$ cat config.mk
export PLATFORM = sky130hd
export DESIGN_NAME = pll_reset_sequencer
export DESIGN_NICKNAME = d
export VERILOG_FILES = /design/src/rtl/pll_seq_pkg.sv /design/src/rtl/sync_2ff.sv /design/src/rtl/pll_reset_sequencer.sv
export SDC_FILE = /design/constraint.sdc
export NUM_CORES = 1
export LEC_CHECK = 0
export ABC_AREA = 1
export CAP_MARGIN = 20
export CORE_ASPECT_RATIO = 0.5
export CORE_UTILIZATION = 60
export CTS_CLUSTER_DIAMETER = 50
export DETAILED_ROUTE_END_ITERATION = 12
export PLACE_DENSITY = 0.86
export SLEW_MARGIN = 20
export SYNTH_ARGS = -nofsm -noshare
export SYNTH_HDL_FRONTEND = slang
export SYNTH_SLANG_ARGS = --single-unit
$ cat constraint.sdc
create_clock -name clk -period 4 [get_ports clk]
set_input_delay 0.4 -clock clk [delete_from_list [all_inputs] [get_ports clk]]
set_output_delay 0.4 -clock clk [all_outputs]
set_load 0.02 [all_outputs]
$ cat src/rtl/pll_seq_pkg.sv
// Shared definitions for the PLL reset sequencer: state encoding and
// the width helper used to size the sequencing counter.
package pll_seq_pkg;

    typedef enum logic [1:0] {
        PLLRST = 2'd0,
        WAIT   = 2'd1,
        FILTER = 2'd2,
        RUN    = 2'd3
    } state_t;

    // Bits needed to hold values 0 .. value-1 (returns 0 for value <= 1).
    function automatic int clog2(input int value);
        int result;
        result = 0;
        for (int i = 0; i < 31; i++) begin
            if ((1 << i) < value) begin
                result = i + 1;
            end
        end
        return result;
    endfunction

    function automatic int max3(input int a, input int b, input int c);
        int m;
        m = (a > b) ? a : b;
        return (m > c) ? m : c;
    endfunction

endpackage

$ cat src/rtl/sync_2ff.sv
// Generic 1-bit two-flop synchronizer with asynchronous active-low reset to 0.
// Reused wherever a slow status bit crosses into a new clock domain.
module sync_2ff (
    input  logic clk,
    input  logic rst_n,
    input  logic d,
    output logic q
);

    logic meta;

    // NOTE: sequential state uses non-blocking assignments so every flop samples pre-edge values.
    always_ff @(posedge clk or negedge rst_n) begin
        if (!rst_n) begin
            meta <= 1'b0;
            q    <= 1'b0;
        end else begin
            meta <= d;
            q    <= meta;
        end
    end

endmodule

$ cat src/rtl/pll_reset_sequencer.sv
// Drives the PLL reset, filters the lock flag and releases the system reset
// only after a sustained lock; retries stalled PLLs and counts lock losses.
module pll_reset_sequencer
    import pll_seq_pkg::*;
#(
    parameter int LOCK_FILTER = 16384,
    parameter int TIMEOUT     = 262144,
    parameter int PLLRST_LEN  = 16,
    parameter int CNT_W       = 8
) (
    input  logic             clk,
    input  logic             rst_n,
    input  logic             locked,
    input  logic             sw_reset,
    output logic             pll_rst,
    output logic             sys_rst_n,
    output logic             ready,
    output logic [CNT_W-1:0] loss_cnt,
    output logic [CNT_W-1:0] retry_cnt
);

    localparam int CW = clog2(max3(LOCK_FILTER, TIMEOUT, PLLRST_LEN)) + 1;

    state_t        state, state_next;
    logic [CW-1:0] cnt, cnt_next;
    logic          locked_s;
    logic          loss_inc, retry_inc;

    sync_2ff u_lock_sync (
        .clk   (clk),
        .rst_n (rst_n),
        .d     (locked),
        .q     (locked_s)
    );

    always_ff @(posedge clk or negedge rst_n) begin
        if (!rst_n) begin
            state <= PLLRST;
            cnt   <= '0;
        end else begin
            state <= state_next;
            cnt   <= cnt_next;
        end
    end

    // NOTE: every output of this block gets a default first, so no path can infer a latch.
    always_comb begin
        state_next = state;
        cnt_next   = cnt + CW'(1);
        loss_inc   = 1'b0;
        retry_inc  = 1'b0;

        // sw_reset overrides every transition and suppresses event counting.
        if (sw_reset) begin
            state_next = PLLRST;
            cnt_next   = '0;
        end else begin
            case (state)
                PLLRST: begin
                    if (cnt == CW'(PLLRST_LEN - 1)) begin
                        state_next = WAIT;
                        cnt_next   = '0;
                    end
                end
                WAIT: begin
                    if (locked_s) begin
                        state_next = FILTER;
                        cnt_next   = '0;
                    end else if (cnt == CW'(TIMEOUT - 1)) begin
                        state_next = PLLRST;
                        cnt_next   = '0;
                        retry_inc  = 1'b1;
                    end
                end
                FILTER: begin
                    if (!locked_s) begin
                        state_next = WAIT;
                        cnt_next   = '0;
                    end else if (cnt == CW'(LOCK_FILTER - 1)) begin
                        state_next = RUN;
                        cnt_next   = '0;
                    end
                end
                RUN: begin
                    cnt_next = '0;
                    if (!locked_s) begin
                        state_next = WAIT;
                        loss_inc   = 1'b1;
                    end
                end
                default: begin
                    state_next = PLLRST;
                    cnt_next   = '0;
                end
            endcase
        end
    end

    // Event counters saturate and survive sw_reset; only rst_n clears them.
    always_ff @(posedge clk or negedge rst_n) begin
        if (!rst_n) begin
            loss_cnt  <= '0;
            retry_cnt <= '0;
        end else begin
            if (loss_inc && (loss_cnt != '1)) begin
                loss_cnt <= loss_cnt + CNT_W'(1);
            end
            if (retry_inc && (retry_cnt != '1)) begin
                retry_cnt <= retry_cnt + CNT_W'(1);
            end
        end
    end

    assign pll_rst   = (state == PLLRST);
    assign sys_rst_n = (state == RUN);
    assign ready     = (state == RUN);

endmodule

# Word level (Yosys, flattened, before mapping)
# Index checks and enable logic that the tools add are counted.
[totals]
wordCells = 47
ff_bits = 39
output_inout_bits = 19
[op_classes]
n_mux = 22
eq_ne = 12
n_addsub = 3
reduce_logical = 4
[op_table]
columns = ["cell", "count"]
rows = [
  ["$mux W19", 6],
  ["$pmux W19 S4", 1],
  ["$add A19 B1 Y19 const B", 1],
  ["$eq A19 B14 Y1 const B", 1],
  ["$eq A19 B18 Y1 const B", 1],
  ["$eq A19 B4 Y1 const B", 1],
  ["$add A8 B1 Y8 const B", 2],
  ["$ne A8 B8 Y1 const B", 2],
  ["$mux W2", 7],
  ["$pmux W2 S4", 1],
  ["$mux W1", 7],
  ["$eq A2 B2 Y1 const B", 2],
  ["$ne A4 B3 Y1 const B", 1],
  ["$ne A4 B4 Y1 const B", 1],
  ["$reduce_and A4 Y1", 1],
  ["$ne A3 B2 Y1 const B", 1],
  ["$ne A3 B3 Y1 const B", 1],
  ["$eq A2 B1 Y1 const B", 1],
  ["$logic_and A1 B1 Y1", 2],
  ["$logic_not A2 Y1", 1],
]

# Logic depth before layout (Yosys ltp)
# Gate-level depths: netlist (run 1).
[depth]
ltp_word = 6
ltp_mapped = 11
depth_no_buf = 10

# By module
# A second synthesis (run 1) with hierarchy kept.
[hier_totals]
hier_cells = 300
hier_area_um2 = 2341.0
[modules_own_cells]
columns = ["module", "cells_each", "instances", "seq_area_each_um2", "area_per_inst_um2"]
rows = [
  ["pll_reset_sequencer", 298, 1, 925.9, 2290.9],
  ["sync_2ff", 2, 1, 50.0, 50.0],
]

# Least setup slack after synthesis (run 1)
# No wires, ideal clock.
[synth_path]
path_type = "register -> register"
startpoint = "register cnt[0]"
endpoint = "register cnt[10]"
path_slack_ns = 2.398
setup_time_ns = 0.120
arrival_time_ns = 1.482
synth_period_minus_slack_ns = 1.602
path_stages_with_launch = 12
required_time_ns = 3.880
path_cell_list = "dfrtp_1 > ha_1 > nand2_1 > nor2_1 > nand2_2 > nor2_4 > nand3_1 > nand2_1 > nand3_2 > nand2_4 > buf_6 > nor2_1"
[synth_via]
elab_chain_cells = 5
elab_cells_between_ends = 11
classes_between = "add/sub: 1; eq/ne: 3; mux: 7"
[synth_lines]
columns = ["item", "line_no", "text"]
rows = [
  ["start: declaration", "pll_reset_sequencer.sv:25", "logic [CW-1:0] cnt, cnt_next;"],
  ["start signal: assignment", "pll_reset_sequencer.sv:42", "cnt <= cnt_next;"],
  ["$add A19 B1 Y19 (tied with other cells)", "pll_reset_sequencer.sv:49", "cnt_next = cnt + CW'(1);"],
  ["$mux W19 (on tied branches)", "pll_reset_sequencer.sv:79, pll_reset_sequencer.sv:69", ""],
  ["$mux W19 (on tied branches)", "pll_reset_sequencer.sv:76, pll_reset_sequencer.sv:66", ""],
  ["$pmux W19 S4 (*)", "pll_reset_sequencer.sv:58", "case (state)"],
  ["$mux W19 (*)", "pll_reset_sequencer.sv:54", "if (sw_reset) begin"],
  ["via cnt_next[10]", "pll_reset_sequencer.sv:25", ""],
]
# The timed path passes the listed nets; every way through them passes the cells marked *.
# A chain may end at the register's enable or synchronous reset.

# Final worst setup path (run 1)
[layout_path]
startpoint = "register state[1]"
endpoint = "output pll_rst"
[layout_via]
elab_chain_cells = 1
[layout_lines]
columns = ["item", "line_no", "text"]
rows = [
  ["start: declaration", "pll_reset_sequencer.sv:24", "state_t state, state_next;"],
  ["start signal: assignment", "pll_reset_sequencer.sv:41", "state <= state_next;"],
  ["$logic_not A2 Y1", "pll_reset_sequencer.sv:114", "assign pll_rst = (state == PLLRST);"],
  ["end: declaration", "pll_reset_sequencer.sv:15", "output logic pll_rst,"],
]
# Every way passes these cells.

==> results.md, run 1 <==
STA:
- Headroom to the max-slew limit came out at 42.3%.
- Setup violations remaining at the end of the flow were counted as 0.
- The final worst setup slack is 2030 ps.
- Setup repair after global routing left no endpoint under its margin.
- The number of hold violations in the final report was 0.
- For the final database, setup skew stands at 7.87 ps.
- The transition at the pin with the smallest max-transition slack is 865 ps.
- The number of max-slew violations in the final report is 0.
- The top achievable clock speed is 508 MHz.
- The final critical path takes up 49.2% of the cycle.
- The clock period minus worst slack is 1970 ps.
- The setup total negative slack is 0 ps.

Synthesis:
- The number of different library cells in the post-synthesis netlist is 28.
- After Yosys synthesis, and, or, nand and nor cells account for 30.4% of the synthesized area.
- A synthesized cell averages 8.14 um^2.
- The xor and xnor fraction of the mapped netlist area is 10.6%.
- The Yosys step of the flow raised 0 warnings.
- The proportion of synthesized chip area in sequential cells is 43.6%.
- The complex-gate fraction of the synthesized area is 3.97%.
- The number of nets in the synthesized netlist is 286.
- The number of enable-type register cells in the synthesized netlist is 0.
- After synthesis, the share of cell area in mux cells is 0%.
- For this run, the leading register cell type out of synthesis is dfrtp_1.
- The instance count of the mapped netlist is 275.
- After synthesis, the share of flip-flops with an asynchronous set or reset is 100%.
- The synthesized netlist devotes 3.91% of its cell area to adder and majority cells.
- Synthesis inferred 39 register bits.
- After synthesis, the largest family of logic cells by area is simple AND/OR/NAND/NOR gates.
- The mapped cell area is 2240 um^2.

Floorplanning:
- For this configuration, the core starts out at a cell density of 64.1%.
- The die covers 3990 um^2.
- The die is 88.4 um wide.
- The floorplan has 15 rows.
- The vertical die dimension is 45.2 um.
- The count of pins on the block boundary is 23.
- The core region area is 3490 um^2.

Routing:
- The total detailed-routing wirelength is 4040 um.
- Dividing the detail-routed wire length by the instance count gives 11.5 um.
- The detail route stage leaves a number of antenna-violating nets equal to 0.
- The total DRC errors in the routed layout is 0.
- The overall via count from detail_route is 1757.
- For this block, the initial DRC count from the detailed router was 48.
- The pre-antenna-repair detailed-routing pass consisted of 4 iterations.
- The ratio of routed vias to standard cells is 4.99.

Final layout:
- The utilization of the core after routing is 73.8%.
- The layout overhead on the synthesized area is 15.0%.
- After filler insertion, the fill cell instance count of the layout stands at 272.
- The top cell types in the final layout, fill and taps aside, are nand2_1 (62), nor2_1 (42), dfrtp_1 (39).
- The sequential cells in the finished layout cover a total of 976 um^2.
- After the last flow step, the layout net total stands at 312.
- The area taken by multi-input logic gates is 1090 um^2.
- The repair_antennas step left the layout with diodes totalling 0.
- The library cell used most frequently in the layout, excluding fill and tap cells, is nand2_1.
- With fillers left out, the area of the finished cells amounts to 2570 um^2.
- The fraction of layout instances using a drive strength above 1 is 9.97%.

Global routing:
- The global-route track usage on met3 is 7.13%.
- The first global-routing pass estimated 6830 um of wire.
- The pin count of the biggest net entering global routing is 40.
- The via count of the first global-routing pass is 1595.
- The total overflow reported by the global router is 0.
- In this run the most used layer during global routing was met2.
- The global-route usage over all layers is 23.2%.
- For met2 alone, demand over resource in global routing was 39.2%.
- For met1 alone, demand over resource in global routing was 28.9%.
- The number of antenna violations at the first check in global routing is 0.

Worst setup path:
- The worst flop-to-flop path endpoint is cnt[7]$_DFF_PN0_.
- The largest fanout of any net on the critical path is 4.
- The largest single stage delay on the critical path is 600 ps.
- The worst setup path is launched from a flop.
- The cell with the biggest individual delay on the critical path is clkdlybuf4s50_1.
- The number of cells on the worst reg-to-reg path is 8.
- At the worst endpoint, the required time is 3600 ps.
- The critical path in this run is classified as flop to primary output.
- In this run the critical register-to-register path is launched from cnt[0]$_DFF_PN0_.
- Traced cell by cell, the critical path runs through inv_1 -> ha_1 -> clkdlybuf4s50_1.
- At the worst endpoint, the arrival time is 1570 ps.
- The worst setup path is captured at a primary output.
- The launch point of the critical path is state[1]$_DFFE_PN0P_.
- The flop-to-flop setup slack is 2200 ps.

Clock tree:
- The total clock buffers created by CTS is 5.
- The cell at the root of the clock tree is clkbuf_8.
- The hold buffer count at cts is 0.
- At the later pin of the worst-skew pair, clock insertion delay measures 290 ps.
- The H-tree was split into 2 levels.
- The TritonCTS sink count is 39.
- The number of setup buffers added after CTS is 0.
- In this run the deepest clock path goes through 2 buffers.
- TritonCTS built the clock tree.
- The number of resized instances in the post-cts repair step is 0.
- The clock slew at the register clock pins of the worst setup and hold paths is 70 ps.

Placed design:
- The pre-CTS setup slack is 2000 ps.
- After legalization and detailed placement, the total HPWL measured 2980 um.
- The cell area after placement is 2490 um^2.
- The number of I/O port buffers is 22.
- Routability-driven placement finished with a final weighted congestion of 0.811.

Pwr:
- Summing internal, switching and leakage power gives 856 uW.
- Summed over all cells, the static leakage comes to 0.00121 uW.
- The cell area power density is 333 nW/um^2.
- The maximum ir drop on the vdd rail is 0.000216 V.

Worst hold path:
- In this run the worst hold path is classified as primary input to async pin.

Job:
- The tool flagged a number of max-cap violations equal to 0.

Outcome:
- The run finished with clean final reports.
## cells in the mapped netlist (2+ instances only)
library cell | n | area, um^2
or2_2 | 2 | 12.5
nand2_2 | 3 | 18.8
nand4_1 | 6 | 37.5
ha_1 | 7 | 87.6
xor2_1 | 17 | 149
nor2_2 | 4 | 25.0
inv_1 | 36 | 135
nand2_1 | 62 | 233
nand3b_1 | 3 | 22.5
nand3_1 | 16 | 80.1
nor3_1 | 6 | 30.0
buf_6 | 2 | 22.5
a21oi_1 | 2 | 10.0
nor2_1 | 42 | 158
xnor2_1 | 10 | 87.6
o21ai_2 | 7 | 61.3
dfrtp_1 | 39 | 976
## logic make-up after synthesis
logic type	after synthesis
DFF	39
buffers and inverters	40
xor gates and xnor gates	27
AOI/OAI and AO/OA	12
adders and majority gates	7
and+or+nand+nor	150
## per-stage QoR
| step | std cells | hold slack (ps) |
|---|---|---|
| 5_1_grt | 352 | 289 |
| 6_report | 352 | 213 |
| 3_3_place_gp | 345 | 332 |
| 3_5_place_dp | 345 | 349 |
| 2_1_floorplan | 275 | 104 |
| 4_1_cts | 352 | 243 |
## registers in the layout, indices dropped and copies added (netlist names)
signal,flops
cnt,19
state,2
u_lock_sync.meta,1
u_lock_sync.q,1
retry_cnt,8
loss_cnt,8
## worst max-delay path by stage
stage,endpoint,slack (ps),depth (start not counted)
after floorplan,cnt[10]$_DFF_PN0_,2400,11
after global placement,loss_cnt[5]$_DFFE_PN0P_,2060,7
after detailed placement,loss_cnt[7]$_DFFE_PN0P_,2000,7
after CTS,pll_rst,2010,3
after global routing,pll_rst,1960,3
final,pll_rst,2030,3
## layer usage
layer / part of all wire (%) / vias up
met4: 1.1 / 0
met5: 0 / -
met2: 47 / 31
li1: - / 899
met1: 48 / 821
met3: 4.0 / 6
## cell type report
type                            instances  share of cell area (%)
Clock buffer                            6                    3.21
Clock inverter                          1                   0.194
Inverter                               37                    5.39
Multi-Input combinational cell        196                    42.5
Sequential cell                        39                    37.9
Tap cell                               51                    2.48
Timing Repair Buffer                   22                    8.36
## critical path, delay by kind of cell, from the launching register on
family | cells | cell delay [ps]
adder cells (fa/ha/maj) | 1 | 160
buffers and inverters | 2 | 700
flip-flops | 1 | 420
## power breakdown
| group | switching [uW] | internal [uW] | total [uW] | leakage (uW) |
|---|---|---|---|---|
| clock network | 134 | 135 | 270 | 0.0000470 |
| logic | 96.6 | 55.8 | 152 | 0.000635 |
| registers | 21.8 | 412 | 434 | 0.000532 |
| total | 253 | 603 | 856 | 0.00121 |
Power figures use the tool's default switching activity.
==> run 2: changes to the inputs <==
CORE_UTILIZATION = 56   (was 60)
PLACE_DENSITY = 0.81   (was 0.86)
clock period = 1.9 ns   (was 4 ns; I/O delays follow)
==> run 2 against run 1 <==
  * Flip-flop and latch count did not move
  * Non-clock buffer count rose by 3
  * Largest power group unchanged
  * Largest cell class unchanged
  * Sequential share of layout area fell by 0.53 points
  * Routed wire length rose by 2.8%
  * Die area rose by 6.9%
==> results.md, run 2 (synthesis results as in run 1) <==
Worst hold path:
- The path class of the tightest hold or removal check is primary input to flop.
- The startpoint of the lowest-slack hold path is locked.

Placed design:
- The final RePlAce weighted congestion is 0.790 (-2.6%).
- The instance count after placement with tap cells included is 347 (+0.58%).
- The number of I/O port buffers is 22 (unchanged).
- The half-perimeter wire length after placement was 3050 um (+2.5%).

Floorplanning:
- The die outline area is 4270 um^2 (+6.9%).
- The initial cell density of the core came to 61.8% (-2.3 points).
- The x dimension of the die is 91.4 um (+3.4%).
- The core region area was 3620 um^2 (+3.8%).
- The cell row count is 15 (unchanged).
- The vertical die dimension is 46.7 um (+3.4%).
- The count of pins on the block boundary is 23 (unchanged).

Global routing:
- The first-pass GRT wire length came to 7040 um (+3.0%).
- The global-route usage over all layers is 21.9% (-1.2 points).
- The total overflow reported by the global router is 0 (unchanged).
- The via count of the first global-routing pass is 1667 (+4.5%).
- The pin count of the biggest net entering global routing came to 40 (unchanged).
- The number of antenna violations at the first check in global routing is 0 (unchanged).

Worst setup path:
- The largest fanout of any net on the critical path is 4 (unchanged).
- The launch instance of the worst register-to-register path is state[1]$_DFFE_PN0P_.
- The required time at the worst-slack endpoint is 1710 ps (-1890 ps).
- The launch point of the critical path is state[0]$_DFFE_PN0P_.
- The data arrival at the endpoint of the critical path was 1580 ps (about the same).
- The worst setup path is launched from a flop.
- STA classifies the critical path endpoint as a primary output.
- The critical path in this run is classified as flop to primary output.

Job:
- The count of max-cap constraint violations is 0 (unchanged).

Routing:
- The violation count after the first detailed-route iteration came to 58 (+21%).
- The average detailed-routed wire length per instance is 11.7 um (+1.9%).
- The overall via count from detail_route is 1763 (+0.34%).
- The total detailed-routing wirelength came to 4160 um (+2.8%).
- The first-pass iteration count of the detailed router was 4 (unchanged).
- The post-route antenna net violation count came to 0 (unchanged).
- The total DRC errors in the routed layout is 0 (unchanged).
- The ratio of routed vias to standard cells is 4.97 (-0.51%).

Final layout:
- The net count reported at finish is 315 (+0.96%).
- The total of fill cells in the finished design is 296 (+8.8%).
- The register with the most flip-flops is cnt.
- The most common cell after layout, fill and taps aside is nand2_1.
- The number of antenna diodes is 0 (unchanged).
- The final cell count without fillers came to 355 (+0.85%).
- Leaving out fill and tap cells, the most frequent cells in the layout are nand2_1 (62), nor2_1 (41), dfrtp_1 (39).
- The fraction of layout instances using a drive strength above 1 is 10.9% (+0.89 points).
- Relative to the synthesized area, the layout overhead comes to 16.7%.
- The flip-flop count of the largest register, all copies and words added is 19 (unchanged).
- In the final layout, the registers with the most flip-flops are cnt (19), loss_cnt (8), retry_cnt (8).

Pwr:
- The clock share of power is 30.9% (-0.6 points).
- The switching power share of the total is 29.8% (+0.23 points).
- The leakage power figure is 0.00123 uW (+1.1%).
- The net switching power is 546 uW (+120%).
- The sequential power share came to 49.6% (-1.1 points).
- The internal cell power was 1290 uW (+110%).
- The relative contribution of combinational cells to total power is 19.5% (+1.7 points).
- The cell area power density is 703 nW/um^2 (+110%).
- The maximum ir drop on the vdd rail was 0.000433 V (+100%).

Clock tree:
- The total clock buffers created by CTS is 5 (unchanged).
- The clock slew at the register clock pins of the worst setup and hold paths is 80 ps (about the same).
- The post-CTS setup buffer count is 0 (unchanged).
- TritonCTS built the clock tree.
- The cell at the root of the clock tree is clkbuf_8.
- The maximum clock path buffer count was 2 (unchanged).
- The level count of the clock H-tree is 2 (unchanged).
- The TritonCTS sink count is 39 (unchanged).
- The latest clock arrival within the worst-skew pair is 290 ps (about the same).

STA:
- The number of max-slew violations in the final report is 0 (unchanged).
- The max-slew headroom at the worst pin is 67.0% (+25 points).
- The transition at the pin with the smallest max-transition slack was 495 ps (-370 ps).
- The setup total negative slack is 0 ps (unchanged).
- Of the available clock period, the critical path in the final layout requires 93.1%.
- The number of hold violations in the final report is 0 (unchanged).
- The clock period minus worst slack is 1770 ps.
- Setup repair after global routing left no endpoint under its margin.
- Static timing analysis puts the maximum clock frequency at 566 MHz.
- The final count of negative-setup-slack endpoints came to 0 (unchanged).
- The worst setup skew after layout is 9.36 ps (+1.49 ps).

Outcome:
- The run finished with clean final reports.
==> run 2: routing by layer <==
layer	global-route usage, %	routed length [um]	vias up
li1	-	-	905
met1	26.1	1980	826
met2	39.8	1960	26
met3	6.27	162	6
met4	7.94	44	0
met5	0	0	-
==> run 2: power by group through the flow <==
stage	sequential [uW]	clock (uW)	combinational [uW]
2_1_floorplan	927	0	227
3_3_place_gp	920	0	330
3_5_place_dp	924	0	346
4_1_cts	909	575	349
5_1_grt	916	607	401
6_report	909	567	359
==> run 2: stage by stage <==
step           power, uW  setup slack [ps]  hold WS (ps)  utilization, %  instance area [um^2]
2_1_floorplan       1150               298          -106               -                  2240
3_3_place_gp        1250               168           271            69.1                  2500
3_5_place_dp        1270              90.7           278            69.1                  2500
4_1_cts             1830               109           330            71.8                  2600
5_1_grt             1920              23.7           352            72.1                  2610
6_report            1830               132           330            72.1                  2610
==> run 2: timing repair <==
| action | CTS | global route |
|---|---|---|
| hold endpoints to repair | 39 | 0 |
| hold buffers | 1 | 0 |
| setup endpoints to repair | 0 | 10 |
| gates resized for setup | 0 | 2 |
==> run 2: path summary, 6_finish.rpt <==
path	slack, ps	end	cells past startpoint
setup / recovery	130	pll_rst	3
hold / removal	330	u_lock_sync.meta$_DFF_PN0_	1
setup reg to reg	170	retry_cnt[4]$_DFFE_PN0P_	9
hold reg to reg	350	u_lock_sync.q$_DFF_PN0_	0
max in group asynchronous	1060	cnt[9]$_DFF_PN0_	3
min in group asynchronous	480	retry_cnt[7]$_DFFE_PN0P_	3
==> run 2: final cells by class <==
class	instances	area, um^2	area share [%]
clock buffers	6	82.6	3.16
clock inverters	1	5.00	0.192
inverters	37	139	5.32
multi-input cells	196	1100	42.3
flip-flops and latches	39	976	37.4
well taps	51	63.8	2.44
repair buffers	25	240	9.20
==> run 2: worst max-delay path: stages, from the launching register on <==
cell	delay (ps)
dfrtp_1	430
inv_1	100
ha_1	160
clkdlybuf4s50_1	600
==> run 3: changes to the inputs <==
CAP_MARGIN = not set   (was 20)
==> results of run 3 <==
Same layout as run 2: the final DEF is identical, and so are final timing and power.
==> variant, RTL diff (config.mk and constraints of run 2) <==
The parameter `LOCK_FILTER` goes from 16384 to 32768.
--- a/src/rtl/pll_reset_sequencer.sv
+++ b/src/rtl/pll_reset_sequencer.sv
@@ -5,3 +5,3 @@
 #(
-    parameter int LOCK_FILTER = 16384,
+    parameter int LOCK_FILTER = 32768,
     parameter int TIMEOUT     = 262144,
Formal check against the unedited RTL: same outputs for any inputs over 10 cycles, from zero or initial values and one cycle with rst_n low; that may be too few to reach the edited logic, so the function may still have changed.
==> variant against run 2 <==
  * Combinational power grew 41%
  * Clock power grew 43%
  * Area after synthesis grew 0.84%
  * Worst setup slack lost 29 ps
  * Power grew 23%
  * Largest cell class unchanged
  * Fmax shrank 1.6%
  * Sequential cell count is the same
  * Wire length grew 22%
  * Largest power group unchanged
  * Cell area grew 4.8%
  * Count of clock-buffer cells in the layout is the same
==> variant: results (changes against run 2) <==
outcome=complete, no violations; Synth area leaders=dfrtp_1, nand2_1, nor2_1; Leak=1.24 nW (+0.94%); dpl cells=361 (+4.0%); worst vdd ir=0.564 mV (+30%); DR WL/cell=13.6 um (+16%); worst slack at placement=84.9 ps (-5.85 ps); share of layout cells above drive strength 1=0.106 (-0.00263); Max Freq=0.557 GHz (-1.6%); hpwl dp=3.41 mm (+12%); Post-DP Area=2550 um2 (+1.7%); FILL cells=267 (-9.8%); Hold Path Class=primary input to async pin; worst r2r dst=cnt[6]; Post-synth top cells=nand2_1, nor2_1, dfrtp_1; post-route insts no fill=372 (+4.8%); reg-to-reg setup timing slack=140 ps (-30 ps); Syn Nets=296 (+3.5%); Avg Cell Area, Syn=7.92 um2 (-2.7%); drt pass-1 iters=5 (+1); vias in the first global route=1678 (+0.66%); Synth Flop Type=dfrtp_1; First DRT Iteration DRCs=130 (+120%); reg2reg start=cnt[0]; R2R depth=10 (+1); Rel. slew slack=0.750 (+0.0802); Worst Skew=4.31 ps (-5.06 ps); drt via density=5.42 (+9.2%); post-synthesis sequential area ratio=0.432 (-0.00363)
==> variant: repair_timing <==
item                                    in CTS  in global routing
gates resized for setup                      0                  6
hold endpoints to repair                     7                  0
endpoints found under the setup margin       0                 23
hold buffers                                 1                  0
==> variant: cell type report <==
cell class | count | area [um2] | area share
well taps | 51 | 63.8 | 0.0233
inverters | 33 | 124 | 0.0452
clock inverters | 2 | 60.1 | 0.0219
repair buffers | 28 | 263 | 0.0960
clock buffers | 6 | 72.6 | 0.0265
multi-input cells | 213 | 1180 | 0.431
flip-flops and latches | 39 | 976 | 0.356
==> variant: worst max path at each step <==
stage	cells past startpoint	to
after CTS	10	cnt[3]
after global placement	10	cnt[0]
after floorplan	8	retry_cnt[5]
after global routing	3	pll_rst
after detailed placement	10	cnt[3]
final	3	pll_rst
==> variant: metrics by stage <==
step | power (mW) | hold WS, ps
global placement | 1.37 | 41.1
CTS | 2.20 | 275
floorplan | 1.25 | -106
detailed placement | 1.38 | 45.6
finish | 2.25 | 271
global route | 2.36 | 289
==> variant: power breakdown <==
group          switching, mW  internal, mW  total (mW)  leakage, nW
Sequential            0.0499         0.883       0.933        0.512
Combinational          0.315         0.191       0.506        0.661
Clock                  0.284         0.525       0.809       0.0654
Total                  0.649          1.60        2.25         1.24
==> variant: kinds of logic (layout without fill, tap and decap cells) <==
logic type / Yosys count / in the layout / synth area share
simple gates: 169 / 171 / 0.344
flops: 39 / 39 / 0.432
buf+inv: 35 / 69 / 0.0671
xor+xnor: 23 / 23 / 0.0892
compound gates: 12 / 12 / 0.0283
fa+ha+maj: 7 / 7 / 0.0388
==> variant: worst max-delay path, cell delays in order (launching register included) <==
cell	delay, ps
dfrtp_1	420
inv_1	90
ha_1	200
clkdlybuf4s50_1	620
==> variant: per-layer routing <==
| layer | vias up | GRT usage | share of wire |
|---|---|---|---|
| met5 | - | 0 | 0 |
| met4 | 0 | 0.103 | 0.020 |
| met3 | 12 | 0.0599 | 0.065 |
| met2 | 73 | 0.412 | 0.46 |
| met1 | 960 | 0.297 | 0.45 |
| li1 | 973 | - | - |
